[src/rtl/axi_stream_insert_arbiter_if.sv]
// axi_stream_insert_arbiter_if: per-source data/header channels plus the shared downstream insert channels
interface axi_stream_insert_arbiter_if #(
  parameter int NUM_SRC      = 4,
  parameter int DATA_WD      = 32,
  parameter int DATA_BYTE_WD = DATA_WD / 8,
  parameter int BYTE_CNT_WD  = $clog2(DATA_BYTE_WD)
);
  logic [NUM_SRC-1:0]              s_valid_in;
  logic [NUM_SRC*DATA_WD-1:0]      s_data_in;
  logic [NUM_SRC*DATA_BYTE_WD-1:0] s_keep_in;
  logic [NUM_SRC-1:0]              s_last_in;
  logic [NUM_SRC-1:0]              s_ready_in;
  logic [NUM_SRC-1:0]              s_valid_insert;
  logic [NUM_SRC*DATA_WD-1:0]      s_data_insert;
  logic [NUM_SRC*DATA_BYTE_WD-1:0] s_keep_insert;
  logic [NUM_SRC*BYTE_CNT_WD-1:0]  s_byte_insert_cnt;
  logic [NUM_SRC-1:0]              s_ready_insert;
  logic                            valid_in;
  logic [DATA_WD-1:0]              data_in;
  logic [DATA_BYTE_WD-1:0]         keep_in;
  logic                            last_in;
  logic                            ready_in;
  logic                            valid_insert;
  logic [DATA_WD-1:0]              data_insert;
  logic [DATA_BYTE_WD-1:0]         keep_insert;
  logic [BYTE_CNT_WD-1:0]          byte_insert_cnt;
  logic                            ready_insert;
  modport slave (
    input  s_valid_in, s_data_in, s_keep_in, s_last_in, s_valid_insert, s_data_insert,
           s_keep_insert, s_byte_insert_cnt, ready_in, ready_insert,
    output s_ready_in, s_ready_insert, valid_in, data_in, keep_in, last_in,
           valid_insert, data_insert, keep_insert, byte_insert_cnt
  );
  modport master (
    output s_valid_in, s_data_in, s_keep_in, s_last_in, s_valid_insert, s_data_insert,
           s_keep_insert, s_byte_insert_cnt, ready_in, ready_insert,
    input  s_ready_in, s_ready_insert, valid_in, data_in, keep_in, last_in,
           valid_insert, data_insert, keep_insert, byte_insert_cnt
  );
endinterface

[src/rtl/axi_stream_insert_arbiter.sv]
// axi_stream_insert_arbiter: packet-level round-robin arbiter sharing one header-insert datapath
module axi_stream_insert_arbiter #(
  parameter int NUM_SRC      = 4,
  parameter int DATA_WD      = 32,
  parameter int DATA_BYTE_WD = DATA_WD / 8,
  parameter int BYTE_CNT_WD  = $clog2(DATA_BYTE_WD),
  parameter int SRC_ID_WD    = $clog2(NUM_SRC)
) (
  input  logic                          clk,
  input  logic                          rst,
  axi_stream_insert_arbiter_if.slave    bus,
  output logic [SRC_ID_WD-1:0]          grant_id,
  output logic                          busy
);
  typedef enum logic [1:0] {IDLE, HDR, DATA} state_t;
  state_t state_q, state_d;
  logic [SRC_ID_WD-1:0] grant_q, grant_d, rr_q, rr_d, pick;
  logic found, in_hdr, in_data;
  // first requesting source at or above rr_q, wrapping explicitly so unused codes never appear
  always_comb begin
    found = 1'b0;
    pick = rr_q;
    for (int k = 0; k < NUM_SRC; k++) begin
      if (!found && bus.s_valid_insert[(int'(rr_q) + k) % NUM_SRC]) begin
        found = 1'b1;
        pick = SRC_ID_WD'((int'(rr_q) + k) % NUM_SRC);
      end
    end
  end
  always_comb begin
    state_d = state_q;
    grant_d = grant_q;
    rr_d = rr_q;
    case (state_q)
      IDLE: if (found) begin
        grant_d = pick;
        state_d = HDR;
      end
      HDR: if (bus.valid_insert && bus.ready_insert) state_d = DATA;
      DATA: if (bus.valid_in && bus.ready_in && bus.last_in) begin
        state_d = IDLE;
        rr_d = (grant_q == SRC_ID_WD'(NUM_SRC - 1)) ? '0 : grant_q + 1'b1;
      end
      default: state_d = IDLE;
    endcase
  end
  always_ff @(posedge clk or posedge rst) begin
    if (rst) begin
      state_q <= IDLE;
      grant_q <= '0;
      rr_q <= '0;
    end else begin
      state_q <= state_d;
      grant_q <= grant_d;
      rr_q <= rr_d;
    end
  end
  assign in_hdr = state_q == HDR;
  assign in_data = state_q == DATA;
  assign bus.valid_insert = in_hdr & bus.s_valid_insert[grant_q];
  assign bus.data_insert = bus.s_data_insert[grant_q*DATA_WD +: DATA_WD];
  assign bus.keep_insert = bus.s_keep_insert[grant_q*DATA_BYTE_WD +: DATA_BYTE_WD];
  assign bus.byte_insert_cnt = bus.s_byte_insert_cnt[grant_q*BYTE_CNT_WD +: BYTE_CNT_WD];
  assign bus.s_ready_insert = in_hdr ? NUM_SRC'(bus.ready_insert) << grant_q : '0;
  assign bus.valid_in = in_data & bus.s_valid_in[grant_q];
  assign bus.data_in = bus.s_data_in[grant_q*DATA_WD +: DATA_WD];
  assign bus.keep_in = bus.s_keep_in[grant_q*DATA_BYTE_WD +: DATA_BYTE_WD];
  assign bus.last_in = bus.s_last_in[grant_q];
  assign bus.s_ready_in = in_data ? NUM_SRC'(bus.ready_in) << grant_q : '0;
  assign grant_id = grant_q;
  assign busy = state_q != IDLE;
endmodule
[src/flat_wrapper.sv]
// flat-port wrapper written by rule: the top's interface ports become plain ports
module axi_stream_insert_arbiter_flat 
#(
  parameter int NUM_SRC      = 4,
  parameter int DATA_WD      = 32,
  parameter int DATA_BYTE_WD = DATA_WD / 8,
  parameter int BYTE_CNT_WD  = $clog2(DATA_BYTE_WD),
  parameter int SRC_ID_WD    = $clog2(NUM_SRC)
)
  (clk, rst, grant_id, busy, bus_s_valid_in, bus_s_data_in, bus_s_keep_in, bus_s_last_in, bus_s_valid_insert, bus_s_data_insert, bus_s_keep_insert, bus_s_byte_insert_cnt, bus_ready_in, bus_ready_insert, bus_s_ready_in, bus_s_ready_insert, bus_valid_in, bus_data_in, bus_keep_in, bus_last_in, bus_valid_insert, bus_data_insert, bus_keep_insert, bus_byte_insert_cnt);
  axi_stream_insert_arbiter_if #(.NUM_SRC(NUM_SRC), .DATA_WD(DATA_WD), .DATA_BYTE_WD(DATA_BYTE_WD), .BYTE_CNT_WD(BYTE_CNT_WD)) bus_i ();
  input  logic clk;
  input  logic rst;
  output logic [SRC_ID_WD-1:0] grant_id;
  output logic busy;
  input wire logic [$bits(bus_i.s_valid_in)-1:0] bus_s_valid_in;
  input wire logic [$bits(bus_i.s_data_in)-1:0] bus_s_data_in;
  input wire logic [$bits(bus_i.s_keep_in)-1:0] bus_s_keep_in;
  input wire logic [$bits(bus_i.s_last_in)-1:0] bus_s_last_in;
  input wire logic [$bits(bus_i.s_valid_insert)-1:0] bus_s_valid_insert;
  input wire logic [$bits(bus_i.s_data_insert)-1:0] bus_s_data_insert;
  input wire logic [$bits(bus_i.s_keep_insert)-1:0] bus_s_keep_insert;
  input wire logic [$bits(bus_i.s_byte_insert_cnt)-1:0] bus_s_byte_insert_cnt;
  input wire logic [$bits(bus_i.ready_in)-1:0] bus_ready_in;
  input wire logic [$bits(bus_i.ready_insert)-1:0] bus_ready_insert;
  output wire logic [$bits(bus_i.s_ready_in)-1:0] bus_s_ready_in;
  output wire logic [$bits(bus_i.s_ready_insert)-1:0] bus_s_ready_insert;
  output wire logic [$bits(bus_i.valid_in)-1:0] bus_valid_in;
  output wire logic [$bits(bus_i.data_in)-1:0] bus_data_in;
  output wire logic [$bits(bus_i.keep_in)-1:0] bus_keep_in;
  output wire logic [$bits(bus_i.last_in)-1:0] bus_last_in;
  output wire logic [$bits(bus_i.valid_insert)-1:0] bus_valid_insert;
  output wire logic [$bits(bus_i.data_insert)-1:0] bus_data_insert;
  output wire logic [$bits(bus_i.keep_insert)-1:0] bus_keep_insert;
  output wire logic [$bits(bus_i.byte_insert_cnt)-1:0] bus_byte_insert_cnt;
  assign bus_i.s_valid_in = bus_s_valid_in;
  assign bus_i.s_data_in = bus_s_data_in;
  assign bus_i.s_keep_in = bus_s_keep_in;
  assign bus_i.s_last_in = bus_s_last_in;
  assign bus_i.s_valid_insert = bus_s_valid_insert;
  assign bus_i.s_data_insert = bus_s_data_insert;
  assign bus_i.s_keep_insert = bus_s_keep_insert;
  assign bus_i.s_byte_insert_cnt = bus_s_byte_insert_cnt;
  assign bus_i.ready_in = bus_ready_in;
  assign bus_i.ready_insert = bus_ready_insert;
  assign bus_s_ready_in = bus_i.s_ready_in;
  assign bus_s_ready_insert = bus_i.s_ready_insert;
  assign bus_valid_in = bus_i.valid_in;
  assign bus_data_in = bus_i.data_in;
  assign bus_keep_in = bus_i.keep_in;
  assign bus_last_in = bus_i.last_in;
  assign bus_valid_insert = bus_i.valid_insert;
  assign bus_data_insert = bus_i.data_insert;
  assign bus_keep_insert = bus_i.keep_insert;
  assign bus_byte_insert_cnt = bus_i.byte_insert_cnt;
  axi_stream_insert_arbiter #(.NUM_SRC(NUM_SRC), .DATA_WD(DATA_WD), .DATA_BYTE_WD(DATA_BYTE_WD), .BYTE_CNT_WD(BYTE_CNT_WD), .SRC_ID_WD(SRC_ID_WD)) u_core (.clk(clk), .rst(rst), .bus(bus_i), .grant_id(grant_id), .busy(busy));
endmodule
[config.mk]
export PLATFORM = sky130hd
export DESIGN_NAME = axi_stream_insert_arbiter_flat
export DESIGN_NICKNAME = d
export VERILOG_FILES = /design/src/rtl/axi_stream_insert_arbiter_if.sv /design/src/rtl/axi_stream_insert_arbiter.sv /design/src/flat_wrapper.sv
export SDC_FILE = /design/constraint.sdc
export NUM_CORES = 1
export LEC_CHECK = 0
export ABC_AREA = 1
export CAP_MARGIN = 40
export CORE_AREA = 10 10 145 147
export DETAILED_ROUTE_END_ITERATION = 12
export DIE_AREA = 0 0 155 157
export RECOVER_POWER = 25
export SYNTH_ARGS = -nofsm -noshare
export SYNTH_HDL_FRONTEND = slang
export SYNTH_SLANG_ARGS = --single-unit
[constraint.sdc]
create_clock -name clk -period 1.8 [get_ports clk]
set_input_delay 0.36 -clock clk [delete_from_list [all_inputs] [get_ports clk]]
set_output_delay 0.36 -clock clk [all_outputs]
set_load 0.005 [all_outputs]
==> reports/qor.csv, run 1 <==
metric,value,unit
rsz0062_at_grt,true,
power_density,1530,nW/um2
initial_utilization,14.6,%
cap_violations,0,
n_antenna_cell,0,
synthDominantCellAreaShare,28.0,%
clk_pin_slew,30,ps
die_w,155,um
synth.largest_area_cell,o21ai_0,
synthTopCellsByArea,"o21ai_0 (28%), nor2_1 (22%), o22ai_1 (17%)",
rows,50,
fillCellCount,1819,
slew_viol_final,0,
synthCells,541,
mostFrequentLayoutCells,"clkdlybuf4s50_1 (307), nor2_1 (92), buf_2 (85), o21ai_1 (77), o22ai_1 (49)",
wl_per_cell,20.5,um
clk_latency,230,ps
avgViaCountPerCell,4.66,
critPathArrivalTime,1650,ps
wl,25100,um
grt_overflow,0,
worstPathCellList,"buf_12, buf_16, or2_4, o211ai_2, nand2_1, buf_2",
finalHoldViolCount,0,
track_usage,18.4,%
cts_max_level,1,
p_leak,3.48,nW
vias,5694,
yosysSeqAreaShare,5.59,%
antenna_found_initial,1,
die_area,24300,um2
required,1440,ps
drtAntennaViolNets,0,
period_share,112,%
ios,400,
critical_path_class,reg -> out,
final_util,46.8,%
core_area,18300,um2
drt_pass1_iterations,7,
outcome,finished with violations,
cts_buffers,3,
dpl_cell_area,7370,um2
root_buffer,clkbuf_16,
syn_area,2680,um2
final_common_cell,clkdlybuf4s50_1,
dr.first_iter.drc_count,229,
start_kind,flop,
crit_family,flip-flops,
setup_viol,81,
irDropWorstVdd,894,uV
violations,negative setup slack,
fin_worst_skew,0.826,ps
portBuffers,399,
nets,1302,
cpMaxStageDelayCell,dfrtp_4,
fmax,498,MHz
slew_headroom,77.2,%
drc,0,
worst_setup_path_end_kind,primary output,
die_h,157,um
yosysWarnings,0,
syn_to_final_growth,220,%
cts_tree,done,
tightest_slew,340,ps
syn-num-nets,854,
synth-seq-cells,6,
path_buf_inv,3,
clk_path_buf_depth,2,
cp_max_fo,7,
finish.instance_area,8590,um2
gp_congestion,0.911,
hpwlAfterDp,18300,um
clock-sinks,6,
grt_max_degree,36,
setup_slack,-208,ps
hp-class,in -> async,
ctsHoldBuffers,0,
ys_types,27,
crit_path_max_incr_delay,550,ps
finalCriticalPeriod,2010,ps
drive_gt1_share,35.9,%
grt_pass1_wl,35100,um
syn_avg_cell_area,4.96,um2
grt_pass1_vias,5939,
[kinds of logic (layout without fill, tap and decap cells)]
family / Yosys count / count (layout) / share of synthesized area, %
AOI/OAI and AO/OA: 238 / 238 / 48.8
adders and majority gates: 1 / 1 / 0.466
buffers and inverters: 68 / 515 / 11.4
DFF: 6 / 6 / 5.59
and+or+nand+nor: 228 / 228 / 33.8
[repair_timing]
action | in CTS | in global routing
resized for setup | 533 | 179
gates cloned | 15 | 2
hold endpoints to repair | 0 | 0
setup endpoints to repair | 86 | 90
setup buffers | 27 | 6
pin swaps | 53 | 71
[worst paths after layout]
| check | startpoint | endpoint | slack [ps] | cells past startpoint |
|---|---|---|---|---|
| max | u_core.grant_id[0] | bus_last_in | -210 | 6 |
| min | rst | u_core.state_q[0] | 490 | 2 |
| max reg2reg | u_core.grant_id[0] | u_core.state_q[0] | 60 | 11 |
| min reg2reg | u_core.state_q[1] | u_core.state_q[0] | 680 | 4 |
| max in group asynchronous | rst | u_core.grant_id[0] | 1080 | 2 |
| min in group clk | u_core.state_q[1] | u_core.state_q[0] | 680 | 4 |
[cell type report]
cell class	count	area, um2	area share, %
inverters	15	68.8	0.802
repair buffers	496	5060	58.9
well taps	234	293	3.41
flip-flops and latches	6	156	1.82
multi-input cells	467	2930	34.1
clock buffers	4	78.8	0.918
[per-stage QoR]
stage	setup WS, ps	TNS [ps]	cells	power [mW]	hold WS (ps)
after floorplan	186	0	541	4.36	151
after global placement	-422	-22130	1179	10.0	596
after detailed placement	-408	-22790	1179	10.0	600
after CTS	-244	-12200	1222	12.2	361
after global routing	-283	-15200	1222	14.1	512
final	-208	-10230	1222	13.1	493
[sequential cells by signal (all words and copies together) (netlist names)]
name	cells
u_core.state_q	2
u_core.rr_q	2
u_core.grant_id	2
[metal layers]
layer  share of wire [%]  track usage [%]
met3                 9.5             6.17
met5               0.080                0
met1                  37             20.0
met4                 2.0             3.33
met2                  51             34.1
[cell usage after synthesis (all sizes together)]
| cell type | n |
|---|---|
| nor2 | 157 |
| ha | 1 |
| or2 | 2 |
| dfrtp | 6 |
| o21ai | 158 |
| nand2 | 52 |
| o22ai | 74 |
| nand3 | 8 |
| a21oi | 3 |
| nor3 | 8 |
| a211oi | 1 |
| buf | 23 |
| clkbuf | 30 |
| o211ai | 2 |
| inv | 15 |
| nand4 | 1 |
[power by group]
part | total [mW] | internal (mW) | leakage (nW) | switching, mW
clock | 0.369 | 0.294 | 0.0382 | 0.0748
combinational | 12.4 | 6.40 | 3.38 | 6.01
sequential | 0.356 | 0.215 | 0.0667 | 0.141
total | 13.1 | 6.90 | 3.48 | 6.22
No activity file was read; power rests on OpenSTA's default activity.
==> inputs of run 2 (changes only) <==
--- a/config.mk
+++ b/config.mk
@@ -11,6 +11,7 @@
 export DETAILED_ROUTE_END_ITERATION = 12
 export DIE_AREA = 0 0 155 157
 export RECOVER_POWER = 25
+export SETUP_SLACK_MARGIN = 0.4
 export SYNTH_ARGS = -nofsm -noshare
 export SYNTH_HDL_FRONTEND = slang
 export SYNTH_SLANG_ARGS = --single-unit
==> run 2 against run 1 <==
Effect of this change: the flow still finishes with violations (negative setup slack); first-iteration DRC count is 18% higher; sequential share of layout area is 0.16 points lower; fmax is 0.58% higher; final area grew 11%; clock skew up 0.51 ps; via count up 5.3%; core utilization rose by 4.9 points; global-route usage up 0.24 points; critical path type unchanged; largest cell class unchanged.
==> reports/qor.csv, run 2 (synthesis gave the netlist of run 1 again) <==
metric,value,unit,change
worst_setup_path_end_kind,primary output,,unchanged
cts_max_level,1,,unchanged
dr.first_iter.drc_count,270,,was 229
final_util,51.8,%,was 46.8%
irDropWorstVdd,838,uV,was 894 uV
fmax,501,MHz,was 498 MHz
r2r-start,u_core.grant_id[0],,unchanged
holdWs,505,ps,was 493 ps
power_density,1630,nW/um2,was 1530 nW/um2
die_area,24300,um2,unchanged
critical_path_class,reg -> out,,unchanged
syn_to_final_growth,254,%,was 220%
r2r_slack,-90,ps,was 60 ps
finalHoldViolCount,0,,unchanged
grt_pass1_wl,35700,um,was 35100 um
die_h,157,um,unchanged
core_area,18300,um2,unchanged
ctsHoldBuffers,0,,unchanged
required,1440,ps,about the same
start_kind,flop,,unchanged
regArea,158,um2,was 156 um2
critPathArrivalTime,1640,ps,was 1650 ps
drive_gt1_share,44.4,%,was 35.9%
antenna_found_initial,1,,unchanged
mostFrequentLayoutCells,"clkdlybuf4s50_1 (305), nor2_1 (87), buf_2 (83), o21ai_2 (70), buf_4 (60)",,"was clkdlybuf4s50_1 (307), nor2_1 (92), buf_2 (85), o21ai_1 (77), o22ai_1 (49)"
worstPathCellList,"clkinv_8, buf_8, buf_12, buf_16, nor2_1, o22ai_1, buf_2",,"was buf_12, buf_16, or2_4, o211ai_2, nand2_1, buf_2"
p_leak,3.87,nW,was 3.48 nW
gp_congestion,0.951,,was 0.911
fillCellCount,1710,,was 1819
rsz0062_at_grt,true,,unchanged
p_total,15.5,mW,was 13.1 mW
cts_tree,done,,unchanged
portBuffers,399,,unchanged
path_buf_inv,5,,was 3
drc,0,,unchanged
finalCriticalPeriod,2000,ps,was 2010 ps
cpMaxStageDelayCell,dfrtp_4,,unchanged
wl_per_cell,21.3,um,was 20.5 um
period_share,111,%,was 112%
hp-class,in -> async,,unchanged
violations,negative setup slack,,unchanged
ios,400,,unchanged
avgViaCountPerCell,4.71,,was 4.66
clock-sinks,6,,unchanged
clk_pin_slew,30,ps,about the same
outcome,finished with violations,,unchanged
clk_path_buf_depth,2,,unchanged
drtAntennaViolNets,0,,unchanged
vias,5997,,was 5694
multiInputGateArea,3200,um2,was 2930 um2
hpwlAfterDp,18200,um,was 18300 um
grt_overflow,0,,unchanged
cts_buffers,3,,unchanged
cp_max_fo,8,,was 7
drt_pass1_iterations,4,,was 7
track_usage,18.7,%,was 18.4%
initial_utilization,14.6,%,unchanged
setup_slack,-197,ps,was -208 ps
slew_viol_final,0,,unchanged
root_buffer,clkbuf_16,,unchanged
fin_worst_skew,1.34,ps,was 0.826 ps
grt_max_degree,30,,was 36
tightest_slew,348,ps,was 340 ps
setup_viol,83,,was 81
r2r_cells,13,,was 11
final_common_cell,clkdlybuf4s50_1,,unchanged
rows,50,,unchanged
cap_violations,0,,unchanged
clk_latency,230,ps,about the same
die_w,155,um,unchanged
wl,27100,um,was 25100 um
nets,1352,,was 1302
crit_family,buffers and inverters,,was flip-flops
slew_headroom,76.8,%,was 77.2%
crit_path_max_incr_delay,530,ps,was 550 ps
grt_pass1_vias,5688,,was 5939
worstReg2RegEnd,u_core.rr_q[0],,was u_core.state_q[0]
-- run 2: cell types whose count changed in the layout (fill, tap and decap cells not counted), moves of 4 or more --
cell,before,now
o21ai_4,2,12
buf_4,28,60
o22ai_1,49,53
buf_16,12,16
o21ai_1,77,40
nor2_1,92,87
nand2_2,9,18
buf_6,19,28
nand2_1,40,29
dlymetal6s2s_1,4,0
o21ai_2,45,70
o22ai_2,25,20
clkbuf_16,5,10
-- run 2: power breakdown --
part	total (mW)	switching (mW)	internal, mW
Clock	0.367	0.0818	0.286
Combinational	14.8	6.85	7.90
Sequential	0.344	0.128	0.216
-- run 2: what timing repair did --
item	CTS	global route
pin swaps	53	57
setup buffers	47	20
resized for setup	561	217
gates cloned	18	7
endpoints found under the setup margin	94	94
-- run 2: cell type report --
type,instances,area share (%)
repair buffers,546,59.9
multi-input cells,467,33.7
well taps,234,3.08
flip-flops and latches,6,1.66
clock buffers,3,0.791
inverters,15,0.778
diodes,2,0.0527
-- run 2: how the worst max path moves through the flow --
stage | cells after the start | slack, ps | startpoint | to
2_1_floorplan | 6 | 310 | u_core.grant_id[0] | bus_s_ready_in[2]
3_3_place_gp | 5 | -380 | u_core.grant_id[0] | bus_data_insert[8]
3_5_place_dp | 6 | -380 | bus_s_valid_insert[1] | bus_valid_insert
4_1_cts | 6 | -230 | u_core.grant_id[0] | bus_data_insert[6]
5_1_grt | 7 | -250 | u_core.grant_id[0] | bus_valid_insert
6_report | 7 | -200 | u_core.grant_id[0] | bus_data_in[3]
-- run 2: metal layers --
layer / track usage [%] / wire length [um]
met5: 0 / 0
met4: 3.78 / 447
met3: 3.77 / 1860
met2: 33.2 / 14000
met1: 22.6 / 10800
-- run 2: per-stage QoR --
| stage | instances | TNS (ps) | area, um2 | setup slack [ps] |
|---|---|---|---|---|
| after global routing | 1272 | -14360 | 9490 | -253 |
| after CTS | 1244 | -11510 | 8520 | -235 |
| after floorplan | 541 | 0 | 2930 | 308 |
| final | 1273 | -10250 | 9490 | -197 |
| after global placement | 1176 | -21490 | 7360 | -382 |
| after detailed placement | 1176 | -22350 | 7360 | -378 |
